$ cat src/rtl/motor_ctrl_pkg.sv
// Shared types and default sizes for the motor axis control blocks.
package motor_ctrl_pkg;

  localparam int POS_W            = 32;
  localparam int GAIN_W           = 16;
  localparam int DEFAULT_TICK_DIV = 15000;

  typedef enum logic [2:0] {
    IDLE   = 3'd0,
    MOVE   = 3'd1,
    SETTLE = 3'd2,
    DONE   = 3'd3,
    FAULT  = 3'd4
  } state_t;

endpackage

$ cat src/rtl/ctrl_tick_gen.sv
// Free-running divider producing the one-cycle PID control-tick pulse.
module ctrl_tick_gen #(
  parameter int TICK_DIV = 15000
) (
  input  logic clk_150MHz,
  input  logic reset_n,
  output logic ctrl_tick
);

  localparam int CNT_W = (TICK_DIV > 1) ? $clog2(TICK_DIV) : 1;

  logic [CNT_W-1:0] cnt_reg;
  logic             at_end;

  assign at_end    = (cnt_reg == CNT_W'(TICK_DIV - 1));
  assign ctrl_tick = at_end;

  always_ff @(posedge clk_150MHz or negedge reset_n) begin
    if (!reset_n)    cnt_reg <= '0;
    else if (at_end) cnt_reg <= '0;
    else             cnt_reg <= cnt_reg + 1'b1;
  end

endmodule

$ cat src/rtl/pos_move_sequencer.sv
// Point-to-point move sequencer: ramps the PID setpoint, waits for settle,
// trips on following error, and applies gain updates on control ticks.
module pos_move_sequencer #(
  parameter int POS_W        = motor_ctrl_pkg::POS_W,
  parameter int GAIN_W       = motor_ctrl_pkg::GAIN_W,
  parameter int STEP_W       = 16,
  parameter int TICK_DIV     = motor_ctrl_pkg::DEFAULT_TICK_DIV,
  parameter int SETTLE_TICKS = 100
) (
  input  logic              clk_150MHz,
  input  logic              reset_n,
  input  logic              cmd_valid,
  output logic              cmd_ready,
  input  logic [POS_W-1:0]  cmd_target,
  input  logic [STEP_W-1:0] cmd_step,
  input  logic              cmd_abort,
  input  logic              fault_clr,
  input  logic [15:0]       tol,
  input  logic [POS_W-1:0]  max_follow_err,
  input  logic [POS_W-1:0]  actual_pos,
  input  logic              gains_load,
  input  logic [GAIN_W-1:0] kp_in,
  input  logic [GAIN_W-1:0] ki_in,
  input  logic [GAIN_W-1:0] kd_in,
  output logic [GAIN_W-1:0] kp_out,
  output logic [GAIN_W-1:0] ki_out,
  output logic [GAIN_W-1:0] kd_out,
  output logic [POS_W-1:0]  desired_pos,
  output logic              pid_enable,
  output logic              ctrl_tick,
  output logic              busy,
  output logic              done,
  output logic              fault,
  output logic [2:0]        state_dbg
);
  import motor_ctrl_pkg::*;

  localparam int SC_W = $clog2(SETTLE_TICKS + 1);

  state_t            state_reg, state_next;
  logic [POS_W-1:0]  desired_reg, desired_next;
  logic [POS_W-1:0]  target_reg, target_next;
  logic [STEP_W-1:0] step_reg, step_next;
  logic [SC_W-1:0]   settle_cnt_reg, settle_cnt_next;
  logic              pid_en_reg, pid_en_next;
  logic              fault_reg, fault_next;
  logic [GAIN_W-1:0] kp_sh_reg, ki_sh_reg, kd_sh_reg;
  logic              pending_reg;

  // All differences are formed one bit wider so they cannot wrap.
  logic [POS_W:0] desired_ext, target_ext, actual_ext, step_ext;
  logic [POS_W:0] ramp_diff, follow_diff, settle_diff;
  logic [POS_W:0] ramp_mag, follow_mag, settle_mag, ramp_sum;
  logic [SC_W-1:0] settle_inc;
  logic           follow_trip, in_tol;

  function automatic logic [POS_W:0] mag(input logic [POS_W:0] v);
    return v[POS_W] ? (~v + 1'b1) : v;
  endfunction

  ctrl_tick_gen #(.TICK_DIV(TICK_DIV)) u_tick (
    .clk_150MHz (clk_150MHz),
    .reset_n    (reset_n),
    .ctrl_tick  (ctrl_tick)
  );

  assign desired_ext = {desired_reg[POS_W-1], desired_reg};
  assign target_ext  = {target_reg[POS_W-1], target_reg};
  assign actual_ext  = {actual_pos[POS_W-1], actual_pos};
  assign step_ext    = {{(POS_W + 1 - STEP_W){1'b0}}, step_reg};
  assign ramp_diff   = target_ext - desired_ext;
  assign follow_diff = desired_ext - actual_ext;
  assign settle_diff = target_ext - actual_ext;
  assign ramp_mag    = mag(ramp_diff);
  assign follow_mag  = mag(follow_diff);
  assign settle_mag  = mag(settle_diff);
  assign ramp_sum    = ramp_diff[POS_W] ? (desired_ext - step_ext) : (desired_ext + step_ext);
  assign follow_trip = follow_mag > {1'b0, max_follow_err};
  assign in_tol      = settle_mag <= {{(POS_W + 1 - 16){1'b0}}, tol};
  assign settle_inc  = settle_cnt_reg + 1'b1;

  always_comb begin
    state_next      = state_reg;
    desired_next    = desired_reg;
    target_next     = target_reg;
    step_next       = step_reg;
    settle_cnt_next = settle_cnt_reg;
    pid_en_next     = pid_en_reg;
    fault_next      = fault_reg;
    unique case (state_reg)
      IDLE: begin
        if (cmd_valid) begin
          target_next = cmd_target;
          step_next   = (cmd_step == '0) ? STEP_W'(1) : cmd_step;
          state_next  = MOVE;
          if (!pid_en_reg) begin
            desired_next = actual_pos;
            pid_en_next  = 1'b1;
          end
        end
      end
      MOVE, SETTLE: begin
        if (cmd_abort) begin
          state_next = IDLE;
        end else if (ctrl_tick) begin
          if (follow_trip) begin
            state_next  = FAULT;
            fault_next  = 1'b1;
            pid_en_next = 1'b0;
          end else if (state_reg == MOVE) begin
            if (ramp_mag <= step_ext) begin
              desired_next    = target_reg;
              settle_cnt_next = '0;
              state_next      = SETTLE;
            end else begin
              desired_next = ramp_sum[POS_W-1:0];
            end
          end else if (in_tol) begin
            settle_cnt_next = settle_inc;
            if (settle_inc == SC_W'(SETTLE_TICKS)) state_next = DONE;
          end else begin
            settle_cnt_next = '0;
          end
        end
      end
      DONE: state_next = IDLE;
      FAULT: begin
        if (fault_clr) begin
          desired_next = actual_pos;
          fault_next   = 1'b0;
          state_next   = IDLE;
        end
      end
      default: state_next = IDLE;
    endcase
  end

  always_ff @(posedge clk_150MHz or negedge reset_n) begin
    if (!reset_n) begin
      state_reg      <= IDLE;
      desired_reg    <= '0;
      target_reg     <= '0;
      step_reg       <= '0;
      settle_cnt_reg <= '0;
      pid_en_reg     <= 1'b0;
      fault_reg      <= 1'b0;
    end else begin
      state_reg      <= state_next;
      desired_reg    <= desired_next;
      target_reg     <= target_next;
      step_reg       <= step_next;
      settle_cnt_reg <= settle_cnt_next;
      pid_en_reg     <= pid_en_next;
      fault_reg      <= fault_next;
    end
  end

  // A load in a tick cycle lands in the shadow after that tick has applied.
  always_ff @(posedge clk_150MHz or negedge reset_n) begin
    if (!reset_n) begin
      kp_sh_reg   <= '0;
      ki_sh_reg   <= '0;
      kd_sh_reg   <= '0;
      kp_out      <= '0;
      ki_out      <= '0;
      kd_out      <= '0;
      pending_reg <= 1'b0;
    end else begin
      if (ctrl_tick && pending_reg) begin
        kp_out      <= kp_sh_reg;
        ki_out      <= ki_sh_reg;
        kd_out      <= kd_sh_reg;
        pending_reg <= 1'b0;
      end
      if (gains_load) begin
        kp_sh_reg   <= kp_in;
        ki_sh_reg   <= ki_in;
        kd_sh_reg   <= kd_in;
        pending_reg <= 1'b1;
      end
    end
  end

  assign cmd_ready   = (state_reg == IDLE);
  assign busy        = (state_reg == MOVE) || (state_reg == SETTLE);
  assign done        = (state_reg == DONE);
  assign fault       = fault_reg;
  assign pid_enable  = pid_en_reg;
  assign desired_pos = desired_reg;
  assign state_dbg   = state_reg;

endmodule

$ cat config.mk
export PLATFORM = sky130hd
export DESIGN_NAME = pos_move_sequencer
export DESIGN_NICKNAME = d
export VERILOG_FILES = /design/src/rtl/motor_ctrl_pkg.sv /design/src/rtl/ctrl_tick_gen.sv /design/src/rtl/pos_move_sequencer.sv
export SDC_FILE = /design/constraint.sdc
export NUM_CORES = 1
export LEC_CHECK = 0
export ABC_CLOCK_PERIOD_IN_PS = 6050
export CAP_MARGIN = 20
export CORE_ASPECT_RATIO = 1.25
export CORE_UTILIZATION = 50
export DETAILED_ROUTE_END_ITERATION = 8
export GPL_TIMING_DRIVEN = 0
export HOLD_SLACK_MARGIN = 0.08
export PLACE_DENSITY = 0.82
export SYNTH_ARGS = -nofsm -noshare
export SYNTH_HDL_FRONTEND = slang
export SYNTH_HIERARCHICAL = 1
export SYNTH_SLANG_ARGS = --single-unit
$ cat constraint.sdc
create_clock -name clk_150MHz -period 6.05 [get_ports clk_150MHz]
set_input_delay 0.9075 -clock clk_150MHz [delete_from_list [all_inputs] [get_ports clk_150MHz]]
set_output_delay 0.9075 -clock clk_150MHz [all_outputs]
set_load 0.02 [all_outputs]
Yosys cells after proc, flatten, opt, wreduce, memory -nomap -nowiden

Index checks and enable logic that the tools add are counted.

Mux-type cells: 40
Add/subtract/negate cells: 10
Eq/ne operators: 19
Order comparisons: 3
Bitwise operators: 5
Reduce and logical (&&, ||, !) cells: 15

Operators with widths:

| cell                    | number |
|---|---|
| $mux W32                | 9 |
| $add A33 B1 Y33 const B | 3 |
| $mux W33                | 3 |
| $not A33 Y33            | 3 |
| $sub A32 B32 Y33        | 3 |
| $pmux W32 S3            | 1 |
| $le A33 B16 Y1          | 2 |
| $gt A33 B32 Y1          | 1 |
| $add A32 B17 Y32        | 1 |
| $sub A32 B17 Y32        | 1 |
| $mux W3                 | 9 |
| $mux W7                 | 3 |
| $logic_not A16 Y1       | 1 |
| $mux W16                | 1 |
| $ne A2 B2 Y1 const B    | 8 |
| $ne A5 B5 Y1 const B    | 3 |
| $reduce_and A5 Y1       | 3 |
| $add A14 B1 Y14 const B | 1 |
| $eq A14 B14 Y1 const B  | 1 |
| $mux W14                | 1 |
| $mux W1                 | 10 |
| $pmux W3 S3             | 1 |
| $reduce_and A8 Y1       | 1 |
| $add A7 B1 Y7 const B   | 1 |
| other kinds (16)        | 21 |

Flip-flop bits (word level): 203
Output and inout port bits: 89
Word-level logic and storage cells: 107

Longest topological paths before layout

Gate-level depths: netlist of the first run.

Word-level depth: 11
Depth in mapped cells: 32
Gate-level depth less buffers: 30

Hierarchy

Netlist of the first run, hierarchy kept.

Modules (own cells, without submodules):

| module             | times used | sequential area each (µm²) | area an instance (µm²) | cells each |
|---|---|---|---|---|
| pos_move_sequencer | 1          | 4,729.5                    | 20,189.4               | 2,408 |
| ctrl_tick_gen      | 1          | 350.3                      | 676.9                  | 63 |

Worst setup path before layout of the first run

No wires, ideal clock.

Path kind: input to register
From: input port actual_pos[8]
To: register desired_reg[12], in the netlist desired_pos[12]
Setup slack: -0.453 ns
Setup time: 0.101 ns
Arrival time: 6.402 ns
Buffers on the path: 2
Cell stages on the path: 30
Data required time: 5.949 ns
Path through: inv_1 ha_1 a21o_1 a2111oi_0 o2bb2ai_1 o21ai_1 or4_1 a41oi_1 nand2_1 nor4b_1 inv_1 o21ai_0 xnor2_1 ha_1 a21o_1 a21o_1 a21o_1 a21o_1 a21o_1 a21o_1 a21oi_1 or2_2 a211o_1 o41ai_4 or3_1 buf_2 nand2_2 buf_2 o21ai_0 o32ai_1

Word-level cells in the longest chain between the ends: 7

Ends and longest elaborated chain:

| element                              | line                      | text |
|---|---|---|
| start: declaration                   | pos_move_sequencer.sv:20  | `input logic [POS_W-1:0] actual_pos,` |
| $sub A32 B32 Y33 *                   | pos_move_sequencer.sv:72  | `assign follow_diff = desired_ext - actual_ext;` |
| $not A33 Y33                         | pos_move_sequencer.sv:58  | `return v[POS_W] ? (~v + 1'b1) : v;` |
| $add A33 B1 Y33                      | pos_move_sequencer.sv:58  |  |
| $mux W33 *                           | pos_move_sequencer.sv:58  |  |
| $gt A33 B32 Y1 *                     | pos_move_sequencer.sv:78  | `assign follow_trip = follow_mag > {1'b0, max_follow_err};` |
| $ne A2 B2 Y1 (no source line) *      | n/a                       |  |
| $reduce_and A8 Y1 (no source line) * | n/a                       |  |
| end signal: assignment               | pos_move_sequencer.sv:149 | `desired_reg <= desired_next;` |
| end: declaration                     | pos_move_sequencer.sv:41  | `logic [POS_W-1:0] desired_reg, desired_next;` |

Mark *: on every way between the ends. The rest lies on a longest branch, timed or not.
A chain may end at the register's enable or synchronous reset.

Final worst setup path of the first run

From: input port actual_pos[4]
To: register settle_cnt_reg[0]

Word-level cells in the longest chain between the ends: 7
Elaborated cells between the ends (all ways): 14

Ends and longest elaborated chain:

| element                                                 | line                                               | text |
|---|---|---|
| $sub A32 B32 Y33 (on tied branches)                     | pos_move_sequencer.sv:73, pos_move_sequencer.sv:72 |  |
| $not A33 Y33                                            | pos_move_sequencer.sv:58                           |  |
| $add A33 B1 Y33                                         | pos_move_sequencer.sv:58                           |  |
| $mux W33                                                | pos_move_sequencer.sv:58                           |  |
| $le A33 B16 Y1 / $gt A33 B32 Y1 (equally long branches) | pos_move_sequencer.sv:79, pos_move_sequencer.sv:78 |  |
| $mux W7 / $not A1 Y1 (equally long branches)            | n/a                                                |  |
| $mux W7 / $reduce_and A5 Y1 (equally long branches)     | n/a                                                |  |
| end signal: assignment                                  | pos_move_sequencer.sv:152                          | `settle_cnt_reg <= settle_cnt_next;` |
| end: declaration                                        | pos_move_sequencer.sv:44                           | `logic [SC_W-1:0] settle_cnt_reg, settle_cnt_next;` |

Several ways; a longest one is shown, not always the timed one.

==> flow_summary.json, run 1 <==
{
  "status": "finished, violations left",
  "violations": "negative setup slack",
  "overflow": 0,
  "start_util": 0.507,
  "synthesis.nets": 2856,
  "slew_headroom": 0.322,
  "synth_cells": 2471,
  "grt_max_degree": 123,
  "place_hpwl_mm": 59.0,
  "drtIter0Drc": 1949,
  "setup_viol": 41,
  "final_cell_mix": "246 x clkdlybuf4s50_1, 178 x dfrtp_1, 152 x ha_1",
  "clock_skew_ns": 0.0164,
  "detail-route-antenna-nets": 0,
  "syn_area_per_cell_um2": 8.44,
  "chipWidth_um": 185,
  "path_common_cell": "buf_4",
  "cts_buffers": 23,
  "antenna_found_initial": 3,
  "drv_cap": 0,
  "grt_pass1_wl_mm": 121,
  "insertion_delay_ns": 0.56,
  "wl_mm": 81.6,
  "crit_arrival_ns": 7.15,
  "grtUsageTotal": 0.367,
  "htreeDepth": 1,
  "max_freq_mhz": 150,
  "worstPathMaxFanout": 7,
  "syn_area_mm2": 0.0209,
  "die_h_um": 230,
  "yosys_warnings": 6,
  "port_buffers": 269,
  "grt_pass1_vias": 22200,
  "rsz0062_at_grt": "yes",
  "viasPerCell": 6.42,
  "dr.pass1.iters": 6,
  "final_common_cell": "clkdlybuf4s50_1",
  "cts_tree": "done",
  "layout.nets": 3253,
  "clkTransAtPathRegs_ns": 0.07,
  "crit_type": "input pin to flip-flop",
  "synth_flop_cell": "dfrtp_1",
  "cts.sinks": 203,
  "cts_max_path_buffers": 3,
  "num_rows": 83,
  "yosysSeqAreaShare": 0.243,
  "critPathLaunchType": "input pin",
  "slew_violations": 0,
  "cp_data_required_time_ns": 6.55,
  "areaGrowthSynthToFinish_pct": 32.5,
  "min_period_ns": 6.65,
  "setup_slack_ns": -0.598,
  "slowest_stage": "or3_4",
  "gp_congestion": 1.00,
  "cts-root-buf": "clkbuf_16",
  "drc_errors": 0,
  "period_share": 1.10,
  "coreArea_mm2": 0.0411,
  "synth_edf_count": 0,
  "synth-seq-cells": 203,
  "hold_violations": 0,
  "end_kind": "flip-flop",
  "layout-drive-gt1-share": 0.219,
  "hp-class": "input pin to asynchronous set/reset pin",
  "yosysUniqueCellTypes": 104,
  "hold-worst-slack_ns": 0.310,
  "boundaryPins": 271,
  "slowest_delay_ns": 0.41,
  "routedWlPerCell_um": 23.7,
  "worst_pin_slew_ns": 1.01,
  "design.die.area_mm2": 0.0426,
  "vias": 22100,
  "async_flop_share": 1.00
}
-- worst max-delay path: cells and delay by family --
family,cells,cell delay (ns)
AOI/OAI and AO/OA,5,1.21
and+or+nand+nor,12,2.85
adders and majority gates,2,0.52
xor gates and xnor gates,2,0.33
buffers and inverters,8,1.18
muxes,1,0.14
-- metal layers --
metal | track usage | vias up | routed length, µm
li1 | - | 9964 | -
met1 | 0.392 | 10400 | 29100
met2 | 0.624 | 1275 | 38100
met3 | 0.0863 | 389 | 7140
met4 | 0.280 | 2 | 7230
met5 | 0 | - | 12
-- path summary, 6_finish.rpt --
path	startpoint	endpoint	slack [ns]	cells past startpoint
min in group clk_150MHz	u_tick/cnt_reg[0]$_DFF_PN0_	u_tick/cnt_reg[0]$_DFF_PN0_	0.48	1
hold reg to reg	u_tick/cnt_reg[0]$_DFF_PN0_	u_tick/cnt_reg[0]$_DFF_PN0_	0.48	1
setup / recovery	actual_pos[4]	settle_cnt_reg[0]$_DFFE_PN0P_	-0.60	30
hold / removal	reset_n	target_reg[23]$_DFFE_PN0P_	0.31	1
setup reg to reg	desired_pos[4]$_DFFE_PN0P_	settle_cnt_reg[0]$_DFFE_PN0P_	-0.55	28
max in group asynchronous	reset_n	kd_sh_reg[14]$_DFFE_PN0P_	4.67	2
-- synthesized netlist by cell type, drive strengths merged, types with 8 or more instances --
library cell    n  area share
dfrtp         203        0.24
ha            199        0.12
inv           169       0.030
a21oi         160       0.039
nor2          160       0.029
o21ai         157       0.038
nand2         137       0.025
mux2          131       0.071
xnor2         114       0.049
nor3           87       0.021
nand3          86       0.021
a21o           69       0.025
clkbuf         65       0.012
xor2           63       0.026
o21a           40       0.014
mux2i          37       0.018
nand4          37       0.011
buf            36      0.0088
and3           33      0.0099
nor2b          33      0.0099
and2           27      0.0081
nor4           27       0.010
a31oi          26      0.0081
nand2b         25      0.0075
a211oi         24      0.0096
o211ai         23      0.0085
o221ai         23      0.0097
or3            23      0.0074
or2            19      0.0057
o21bai         14      0.0050
o31ai          14      0.0057
a211o          11      0.0046
o2111ai        11      0.0052
a221o          10      0.0048
and4           10      0.0043
a2111oi         9      0.0050
nand3b          9      0.0032
a221oi          8      0.0037
a31o            8      0.0034
nor3b           8      0.0031
nor4b           8      0.0034
-- timing repair --
action / 4_1_cts / 5_1_grt
cloned: 1 / 0
setup endpoints to repair: 44 / 41
gates resized for setup: 330 / 109
buffers inserted: 88 / 36
hold buffers: 0 / 0
pin swaps: 99 / 59
-- cells by family (layout without fill, tap and decap cells) --
kind of cell / after synthesis / after routing / synth area share
flops: 203 / 203 / 0.243
xor+xnor: 177 / 177 / 0.0750
compound gates: 704 / 704 / 0.232
other cells: 0 / 1 / 0
simple gates: 746 / 746 / 0.187
buf+inv: 270 / 684 / 0.0509
fa+ha+maj: 203 / 203 / 0.123
mux: 168 / 168 / 0.0884
-- layout make-up --
type | count | area, µm²
Timing Repair Buffer | 397 | 3700
Sequential cell | 203 | 5110
Clock buffer | 29 | 628
Buffer | 76 | 490
Clock inverter | 13 | 153
Multi-Input combinational cell | 1998 | 16200
Tap cell | 552 | 691
Fill cell | 3198 | 13500
Inverter | 169 | 666
Antenna cell | 1 | 2.50
-- through the flow --
| stage | setup slack, ns | setup TNS (ns) | cells | instance area, µm² | utilization |
|---|---|---|---|---|---|
| 2_1_floorplan | 0.000954 | 0 | 2471 | 21100 | - |
| 3_3_place_gp | -5.05 | -961.83 | 3292 | 24400 | 0.594 |
| 3_5_place_dp | -2.20 | -85.62 | 3295 | 24500 | 0.596 |
| 4_1_cts | -0.214 | -4.18 | 3404 | 27000 | 0.656 |
| 5_1_grt | -0.757 | -26.87 | 3437 | 27700 | 0.672 |
| 6_report | -0.598 | -20.58 | 3438 | 27700 | 0.673 |
Power of run 1 is not shown: default switching activity piles up to over one toggle a cycle in this logic, so the estimate is an artifact.
==> inputs of run 2 (changes only) <==
--- a/config.mk
+++ b/config.mk
@@ -15,5 +15,4 @@
 export PLACE_DENSITY = 0.82
 export SYNTH_ARGS = -nofsm -noshare
 export SYNTH_HDL_FRONTEND = slang
-export SYNTH_HIERARCHICAL = 1
 export SYNTH_SLANG_ARGS = --single-unit
==> flow_summary.json, run 2 <==
{
  "synth_area_leaders": "dfrtp_1 25%, ha_1 12%, mux2_2 5.4%, xnor2_1 5.1%, nand2_1 4.5%",
  "rsz0062_at_grt": "yes",
  "hold_violations": 0,
  "worstPathMaxFanout": 7,
  "clock_skew_ns": 0.0176,
  "cp_data_required_time_ns": 6.43,
  "routedWlPerCell_um": 21.5,
  "yosysUniqueCellTypes": 90,
  "synth_xor_area_frac": 0.0779,
  "r2r-start": "desired_pos[0]$_DFFE_PN0P_",
  "dr.pass1.iters": 6,
  "areaGrowthSynthToFinish_pct": 30.2,
  "synth_top_area_frac": 0.247,
  "synthTopCellsByCount": "246 x nand2_1, 203 x dfrtp_1, 198 x ha_1",
  "slew_violations": 0,
  "synth.largest_area_cell": "dfrtp_1",
  "insertion_delay_ns": 0.53,
  "cts-root-buf": "clkbuf_16",
  "vias": 21400,
  "yosys.area_share.simple": 0.198,
  "post_dp_cell_area_mm2": 0.0242,
  "chipWidth_um": 183,
  "layout.nets": 3279,
  "yosys_warnings": 0,
  "min_period_ns": 6.49,
  "grt_max_degree": 124,
  "crit_type": "flip-flop to flip-flop",
  "design.die.area_mm2": 0.0420,
  "clkTransAtPathRegs_ns": 0.07,
  "drc_errors": 0,
  "layout-drive-gt1-share": 0.164,
  "fin_area_mm2": 0.0268,
  "synth_cells": 2511,
  "cp-startpoint": "desired_pos[0]$_DFFE_PN0P_",
  "violations": "negative setup slack",
  "period_share": 1.07,
  "boundaryPins": 271,
  "grt_pass1_wl_mm": 115,
  "antenna_cells": 0,
  "synth_edf_count": 0,
  "wl_mm": 74.4,
  "htreeDepth": 1,
  "slowest_stage": "dfrtp_2",
  "synth_flop_cell": "dfrtp_1",
  "detail-route-antenna-nets": 0,
  "hold-worst-slack_ns": 0.363,
  "synth.area.mux_share": 0.0759,
  "crit_arrival_ns": 6.87,
  "yosysSeqAreaShare": 0.247,
  "drtIter0Drc": 1508,
  "yosysMostFrequentCell": "nand2_1",
  "coreArea_mm2": 0.0403,
  "cts.sinks": 203,
  "hp-class": "input pin to asynchronous set/reset pin",
  "nFillCells": 3198,
  "start_util": 0.510,
  "antenna_found_initial": 0,
  "num_rows": 82,
  "synth_compound_area_frac": 0.223,
  "cts_tree": "done",
  "die_h_um": 229,
  "async_flop_share": 1.00,
  "final_common_cell": "clkdlybuf4s50_1",
  "fin_util": 0.665,
  "slew_headroom": 0.322,
  "path_common_cell": "buf_4",
  "cts_hold_buf": 0,
  "setup_slack_ns": -0.438,
  "critPathLaunchType": "flip-flop",
  "synthesis.nets": 2895,
  "syn_area_mm2": 0.0206,
  "viasPerCell": 6.19,
  "setup_viol": 42,
  "end_kind": "flip-flop",
  "fin_setup_tns_ns": -12.43,
  "cts_buffers": 21,
  "grt_pass1_vias": 21700,
  "place_hpwl_mm": 56.6,
  "grtUsageTotal": 0.345,
  "max_freq_mhz": 154,
  "final_cell_mix": "250 x clkdlybuf4s50_1, 242 x nand2_1, 193 x dfrtp_1",
  "drv_cap": 0,
  "port_buffers": 269,
  "synth_fa_ha_area_frac": 0.124,
  "synth_top_family_by_area": "compound AO/OA/AOI/OAI gates",
  "cts_max_path_buffers": 3,
  "status": "finished, violations left",
  "overflow": 0,
  "ff2ff_setup_slack_ns": -0.44,
  "worst_pin_slew_ns": 1.01,
  "gp_congestion": 0.995,
  "syn_area_per_cell_um2": 8.20,
  "slowest_delay_ns": 0.47,
  "synth-seq-cells": 203
}
run 2: cell type report:
| class | count | area [µm²] | share of cell area |
|---|---|---|---|
| clock buffers | 23 | 553 | 0.0206 |
| plain buffers | 88 | 556 | 0.0207 |
| flip-flops and latches | 203 | 5090 | 0.190 |
| repair buffers | 376 | 3610 | 0.135 |
| inverters | 180 | 701 | 0.0261 |
| clock inverters | 15 | 190 | 0.00710 |
| well taps | 546 | 683 | 0.0255 |
| multi-input cells | 2025 | 15400 | 0.575 |
run 2: final timing paths:
| kind | cells past startpoint | to |
|---|---|---|
| setup / recovery | 36 | desired_pos[12]$_DFFE_PN0P_ |
| hold / removal | 1 | step_reg[8]$_DFFE_PN0P_ |
| setup reg to reg | 36 | desired_pos[12]$_DFFE_PN0P_ |
| hold reg to reg | 1 | pending_reg$_DFFE_PN0P_ |
| max in group asynchronous | 2 | u_tick.cnt_reg[5]$_DFF_PN0_ |
| min in group clk_150MHz | 1 | pending_reg$_DFFE_PN0P_ |
run 2: metrics by stage:
stage / setup WS (ns) / instances
6_report: -0.438 / 3456
3_3_place_gp: -4.99 / 3326
5_1_grt: -0.650 / 3456
3_5_place_dp: -3.02 / 3327
2_1_floorplan: -0.426 / 2511
4_1_cts: -0.241 / 3431
run 2: logic make-up (layout without fill, tap and decap cells):
family / count (synthesis) / count (layout)
and+or+nand+nor: 812 / 812
AOI/OAI and AO/OA: 685 / 685
buffers and inverters: 283 / 682
DFF: 203 / 203
adders and majority gates: 202 / 202
xor gates and xnor gates: 183 / 183
muxes: 143 / 143
run 2: worst max-delay path, delay by kind of cell, from the launching register on:
kind	cells	cell delay (ns)
buffers and inverters	19	2.41
AOI/OAI and AO/OA	9	1.87
adders and majority gates	3	0.90
DFF	1	0.47
and+or+nand+nor	2	0.29
xor gates and xnor gates	2	0.22
muxes	1	0.15
run 2: layer usage:
layer	GRT usage	vias to the layer above	wire, µm
met3	0.0508	276	4820
li1	-	9960	-
met1	0.391	10200	28200
met4	0.228	0	5270
met2	0.600	945	36100
met5	0	-	0
run 2: what timing repair did:
action	in CTS	in global routing
pin swaps	86	43
setup endpoints to repair	44	43
gates resized for setup	215	62
buffers inserted	77	27
gates cloned	1	1
Power of run 2 is left out for the same reason.
